### src/rtl/bcd_timer_ctrl.sv
// Two-digit BCD countdown timer: prescaled 1 s tick, start/pause/clear FSM,
// terminal-count detection and a registered two-slot display multiplexer.
module bcd_timer_ctrl #(
  parameter int CLK_DIV  = 50000000,
  parameter int SCAN_DIV = 50000
) (
  input  logic       clock,
  input  logic       reset_n,
  input  logic       start,
  input  logic       pause,
  input  logic       clear,
  input  logic [3:0] preset_tens,
  input  logic [3:0] preset_ones,
  output logic [3:0] bcd_tens,
  output logic [3:0] bcd_ones,
  output logic       running,
  output logic       done,
  output logic       digit_sel,
  output logic [3:0] digit_bcd
);

  localparam int PW = (CLK_DIV > 2) ? $clog2(CLK_DIV) : 1;
  localparam int SW = (SCAN_DIV > 1) ? $clog2(SCAN_DIV) : 1;
  localparam logic [PW-1:0] PRE_LAST  = PW'(CLK_DIV - 1);
  localparam logic [SW-1:0] SCAN_LAST = SW'(SCAN_DIV - 1);

  typedef enum logic [1:0] {S_IDLE, S_RUN, S_PAUSE, S_DONE} state_t;

  state_t        state_q, state_d;
  logic [PW-1:0] pre_q, pre_d;
  logic [SW-1:0] scan_q;
  logic [3:0]    tens_d, ones_d;
  logic [3:0]    ld_tens, ld_ones;
  logic [3:0]    dec_tens, dec_ones;
  logic          ld_zero, tick;

  function automatic logic [3:0] sat_bcd(input logic [3:0] d);
    return (d > 4'd9) ? 4'd9 : d;
  endfunction

  // Borrow from tens when ones is already zero.
  function automatic logic [7:0] bcd_dec(input logic [3:0] t, input logic [3:0] o);
    if (o != 4'd0) return {t, o - 4'd1};
    else           return {t - 4'd1, 4'd9};
  endfunction

  always_ff @(posedge clock or negedge reset_n) begin
    if (!reset_n) begin
      state_q  <= S_IDLE;
      pre_q    <= '0;
      bcd_tens <= 4'd0;
      bcd_ones <= 4'd0;
      running  <= 1'b0;
      done     <= 1'b0;
    end else begin
      state_q  <= state_d;
      pre_q    <= pre_d;
      bcd_tens <= tens_d;
      bcd_ones <= ones_d;
      running  <= (state_q == S_RUN);
      done     <= (state_q == S_DONE);
    end
  end

  always_comb begin
    ld_tens  = sat_bcd(preset_tens);
    ld_ones  = sat_bcd(preset_ones);
    ld_zero  = (ld_tens == 4'd0) && (ld_ones == 4'd0);
    tick     = (state_q == S_RUN) && (pre_q == PRE_LAST);
    {dec_tens, dec_ones} = bcd_dec(bcd_tens, bcd_ones);
    state_d  = state_q;
    pre_d    = pre_q;
    tens_d   = bcd_tens;
    ones_d   = bcd_ones;
    if (clear) begin
      state_d = S_IDLE;
      pre_d   = '0;
      tens_d  = ld_tens;
      ones_d  = ld_ones;
    end else begin
      unique case (state_q)
        S_IDLE, S_DONE: begin
          if (state_q == S_IDLE || start) begin
            tens_d = ld_tens;
            ones_d = ld_ones;
          end
          if (start) begin
            pre_d   = '0;
            state_d = ld_zero ? S_DONE : S_RUN;
          end
        end
        S_RUN: begin
          // A pause on the tick edge still takes the decrement; otherwise the
          // prescaler is held where it stands.
          if (tick) begin
            pre_d  = '0;
            tens_d = dec_tens;
            ones_d = dec_ones;
            if (dec_tens == 4'd0 && dec_ones == 4'd0) state_d = S_DONE;
            else if (pause)                            state_d = S_PAUSE;
          end else if (pause) begin
            state_d = S_PAUSE;
          end else begin
            pre_d = pre_q + PW'(1);
          end
        end
        S_PAUSE: begin
          if (start) state_d = S_RUN;
        end
        default: state_d = S_IDLE;
      endcase
    end
  end

  // Display scan runs freely, independent of the timer state.
  always_ff @(posedge clock or negedge reset_n) begin
    if (!reset_n) begin
      scan_q    <= '0;
      digit_sel <= 1'b0;
      digit_bcd <= 4'd0;
    end else begin
      if (scan_q == SCAN_LAST) begin
        scan_q    <= '0;
        digit_sel <= ~digit_sel;
      end else begin
        scan_q <= scan_q + SW'(1);
      end
      digit_bcd <= digit_sel ? bcd_tens : bcd_ones;
    end
  end

endmodule

### config.mk
export PLATFORM = sky130hd
export DESIGN_NAME = bcd_timer_ctrl
export DESIGN_NICKNAME = d
export VERILOG_FILES = /design/src/rtl/bcd_timer_ctrl.sv
export SDC_FILE = /design/constraint.sdc
export NUM_CORES = 1
export LEC_CHECK = 0
export ABC_AREA = 1
export ABC_CLOCK_PERIOD_IN_PS = 1700
export CORE_ASPECT_RATIO = 1.1
export CORE_MARGIN = 10
export CORE_UTILIZATION = 25
export CTS_CLUSTER_DIAMETER = 100
export DETAILED_ROUTE_END_ITERATION = 8
export PLACE_DENSITY = 0.43
export REMOVE_ABC_BUFFERS = 1
export SKIP_CTS_REPAIR_TIMING = 1
export SLEW_MARGIN = 10
export SYNTH_ARGS = -nofsm -noshare
export SYNTH_HDL_FRONTEND = slang
export SYNTH_SLANG_ARGS = --single-unit
### constraint.sdc
create_clock -name clock -period 1.7 [get_ports clock]
set_input_delay 0.34 -clock clock [delete_from_list [all_inputs] [get_ports clock]]
set_output_delay 0.34 -clock clock [all_outputs]
set_load 0.005 [all_outputs]
==> impl_metrics.json <==
{
  "htreeDepth": 3,
  "p_per_area_nw_per_um2": 1210,
  "hpwlAfterDp_mm": 8.24,
  "yosys-top-cells-area": "dfrtp_1 (40%), nand2_1 (15%), nor2_1 (9.4%)",
  "synth_xor_area_share_pct": 2.38,
  "synth_top_cells_by_count": "nand2_1 (148), nor2_1 (92), inv_1 (63)",
  "drt_wl_total_mm": 11.7,
  "netlist_area_um2": 3680,
  "synth_edf_count": 0,
  "fp.coreArea_um2": 14400,
  "synth.distinct_cells": 32,
  "tns_ps": -544,
  "synth.mux.area_fraction_pct": 0,
  "grt_usage_pct": 11.1,
  "tightestPinTransition_ps": 471,
  "die_area_um2": 20000,
  "synth_compound_area_share_pct": 9.20,
  "critPathMaxFanout": 5,
  "ys_seq_elements": 59,
  "synth_top_area_share_pct": 40.1,
  "drt-vias-per-instance": 4.49,
  "hp-class": "in2async",
  "syn_inst": 537,
  "min_period_over_period_pct": 103,
  "maxSlewViolCount": 0,
  "die_y_um": 147,
  "drive_gt1_share_pct": 33.5,
  "critPathMaxStageDelay_ps": 440,
  "finish.instance_area_um2": 5780,
  "critPathLaunchType": "flop",
  "fp-row-count": 46,
  "skew_ps": 7.56,
  "wl_per_cell_um": 13.5,
  "finalHoldViolCount": 0,
  "gp_congestion": 0.891,
  "clk_latency_ps": 330,
  "start_util_pct": 25.5,
  "drc": 0,
  "relSlewSlack_pct": 68.3,
  "ys_seq_area_share_pct": 40.1,
  "synth.most_common_cell": "nand2_1",
  "cts_root_buffer": "clkbuf_16",
  "syn2layout_area_growth_pct": 57.0,
  "tritoncts": "yes",
  "synth_warnings": 0,
  "finalWorstSetupSlack_ps": -55.3,
  "grt_pass1_wl_mm": 18.0,
  "status": "finished, violations left",
  "max-vdd-ir-drop_v": 0.000774,
  "cts_buffer_depth": 2,
  "synthAdderAreaFrac_pct": 2.38,
  "max_freq_ghz": 0.570,
  "async_reset_ff_share_pct": 100,
  "ant_nets": 0,
  "path_cells": "inv_2 > ha_4 > inv_2 > nand2_2 > buf_6 > o21a_1 > nand2_4 > buf_12 > clkinvlp_4 > o21ai_1 > nand2_1",
  "cts.clk_slew.worst_paths_ps": 60,
  "violations": "setup timing",
  "synth_area_leader_cell": "dfrtp_1",
  "diodes": 0,
  "io_buffers": 27,
  "syn_area_per_cell_um2": 6.86,
  "cp_data_required_time_ps": 1920,
  "finalSetupViolations": 21,
  "clock-sinks": 59,
  "placed_area_um2": 4800,
  "finalCriticalPeriod_ps": 1760,
  "rsz0062_at_grt": "yes",
  "crit_type": "reg2reg",
  "chipWidth_um": 136,
  "dr.pass1.iters": 4,
  "grt_max_degree": 60,
  "slowest_stage": "dfrtp_2",
  "worstPathArrival_ps": 1980,
  "crit_top_cell": "inv_2",
  "synth-simple-area-share_pct": 37.5,
  "critPathCaptureType": "flop",
  "synth_ff_type": "dfrtp_1",
  "leakagePower_nw": 2.48,
  "antenna_found_initial": 0,
  "grt.overflow.total": 0,
  "cts_made_buffers": 9,
  "fin_nets": 688,
  "maxCapViolCount": 0,
  "grt_pass1_vias": 3739,
  "synth_top_family_by_area": "simple AND/OR/NAND/NOR gates",
  "boundaryPins": 28,
  "dr.first_iter.drc_count": 186,
  "vias": 3882
}
[final timing paths]
kind                                                end  slack, ps                    start  cells past startpoint
worst max-delay path            bcd_ones[1]$_DFFE_PN0P_        -60   state_q[0]$_DFFE_PN0P_                     11
worst min-delay path            bcd_ones[3]$_DFFE_PN0P_          8                  reset_n                      2
worst max register to register  bcd_ones[1]$_DFFE_PN0P_        -60   state_q[0]$_DFFE_PN0P_                     11
worst min register to register   digit_bcd[1]$_DFF_PN0_        530  bcd_tens[1]$_DFFE_PN0P_                      2
max in group asynchronous        state_q[0]$_DFFE_PN0P_       1400                  reset_n                      2
min in group clock               digit_bcd[1]$_DFF_PN0_        530  bcd_tens[1]$_DFFE_PN0P_                      2
[worst max-delay path: cells and delay by family, from the launching register on]
family | cells | cell delay, ps
buf+inv | 5 | 470
simple gates | 3 | 220
compound gates | 2 | 290
flops | 1 | 440
fa+ha+maj | 1 | 210
[routing by layer]
metal	global-route usage [%]	wire length, µm	vias up
met2	18.5	5890	69
met1	13.6	5140	1812
li1	-	-	1984
met5	0	0	-
met4	4.53	218	0
met3	1.91	455	17
[flip-flops by register name (all words and copies together) (netlist names)]
register   cells
digit_sel      1
state_q        2
done           1
bcd_ones       4
bcd_tens       4
scan_q        16
pre_q         26
running        1
digit_bcd      4
[final cells by class]
class                   count  area, µm²
flip-flops and latches     59       1480
inverters                  64        251
well taps                 192        240
clock buffers              10        229
repair buffers            131       1210
repair inverters            1       7.51
fillers                  1481       8660
multi-input cells         402       2320
clock inverters             5       55.1
[report_power, final]
part | leakage, nW | internal, mW | switching (mW) | total, mW
clock | 0.134 | 1.12 | 0.651 | 1.77
combinational | 1.57 | 1.68 | 1.78 | 3.46
sequential | 0.783 | 1.60 | 0.156 | 1.75
[placed cells by master, fill, tap and decap left out, types with 4 or more instances in the layout]
cell               n
nor2_1            72
nand2_4            5
nand4_1            6
dfrtp_1           57
buf_12             5
nor4_1             4
a21oi_2            8
xor2_1             8
nand2_1          129
nand2_2           17
inv_2              6
clkinvlp_4         4
buf_4             85
nor3_1             7
buf_6             10
clkdlybuf4s50_1   26
nand3_1           33
o21ai_0           13
nor2_4             7
nand3_2           17
a21oi_1            9
o31ai_2            4
clkbuf_16         12
nor2_2            15
inv_1             54
o21ai_1           14
[through the flow]
stage	setup slack, ps	hold WS [ps]	util [%]	power [mW]	cells
after floorplan	-342	44.4	-	2.83	525
after global placement	-174	384	33.3	4.15	829
after detailed placement	-206	384	33.3	4.15	829
after CTS	-166	34.2	35.2	5.95	844
after global routing	-169	43.1	40.0	7.39	864
final	-55.3	7.99	40.0	6.99	864
[cell families (layout without fill, tap and decap cells)]
| kind of cell | Yosys count | in the layout |
|---|---|---|
| xor gates and xnor gates | 10 | 10 |
| DFF | 59 | 59 |
| buffers and inverters | 76 | 211 |
| and+or+nand+nor | 324 | 324 |
| adders and majority gates | 7 | 7 |
| AOI/OAI and AO/OA | 61 | 61 |
(Power assumes the default switching activity.)
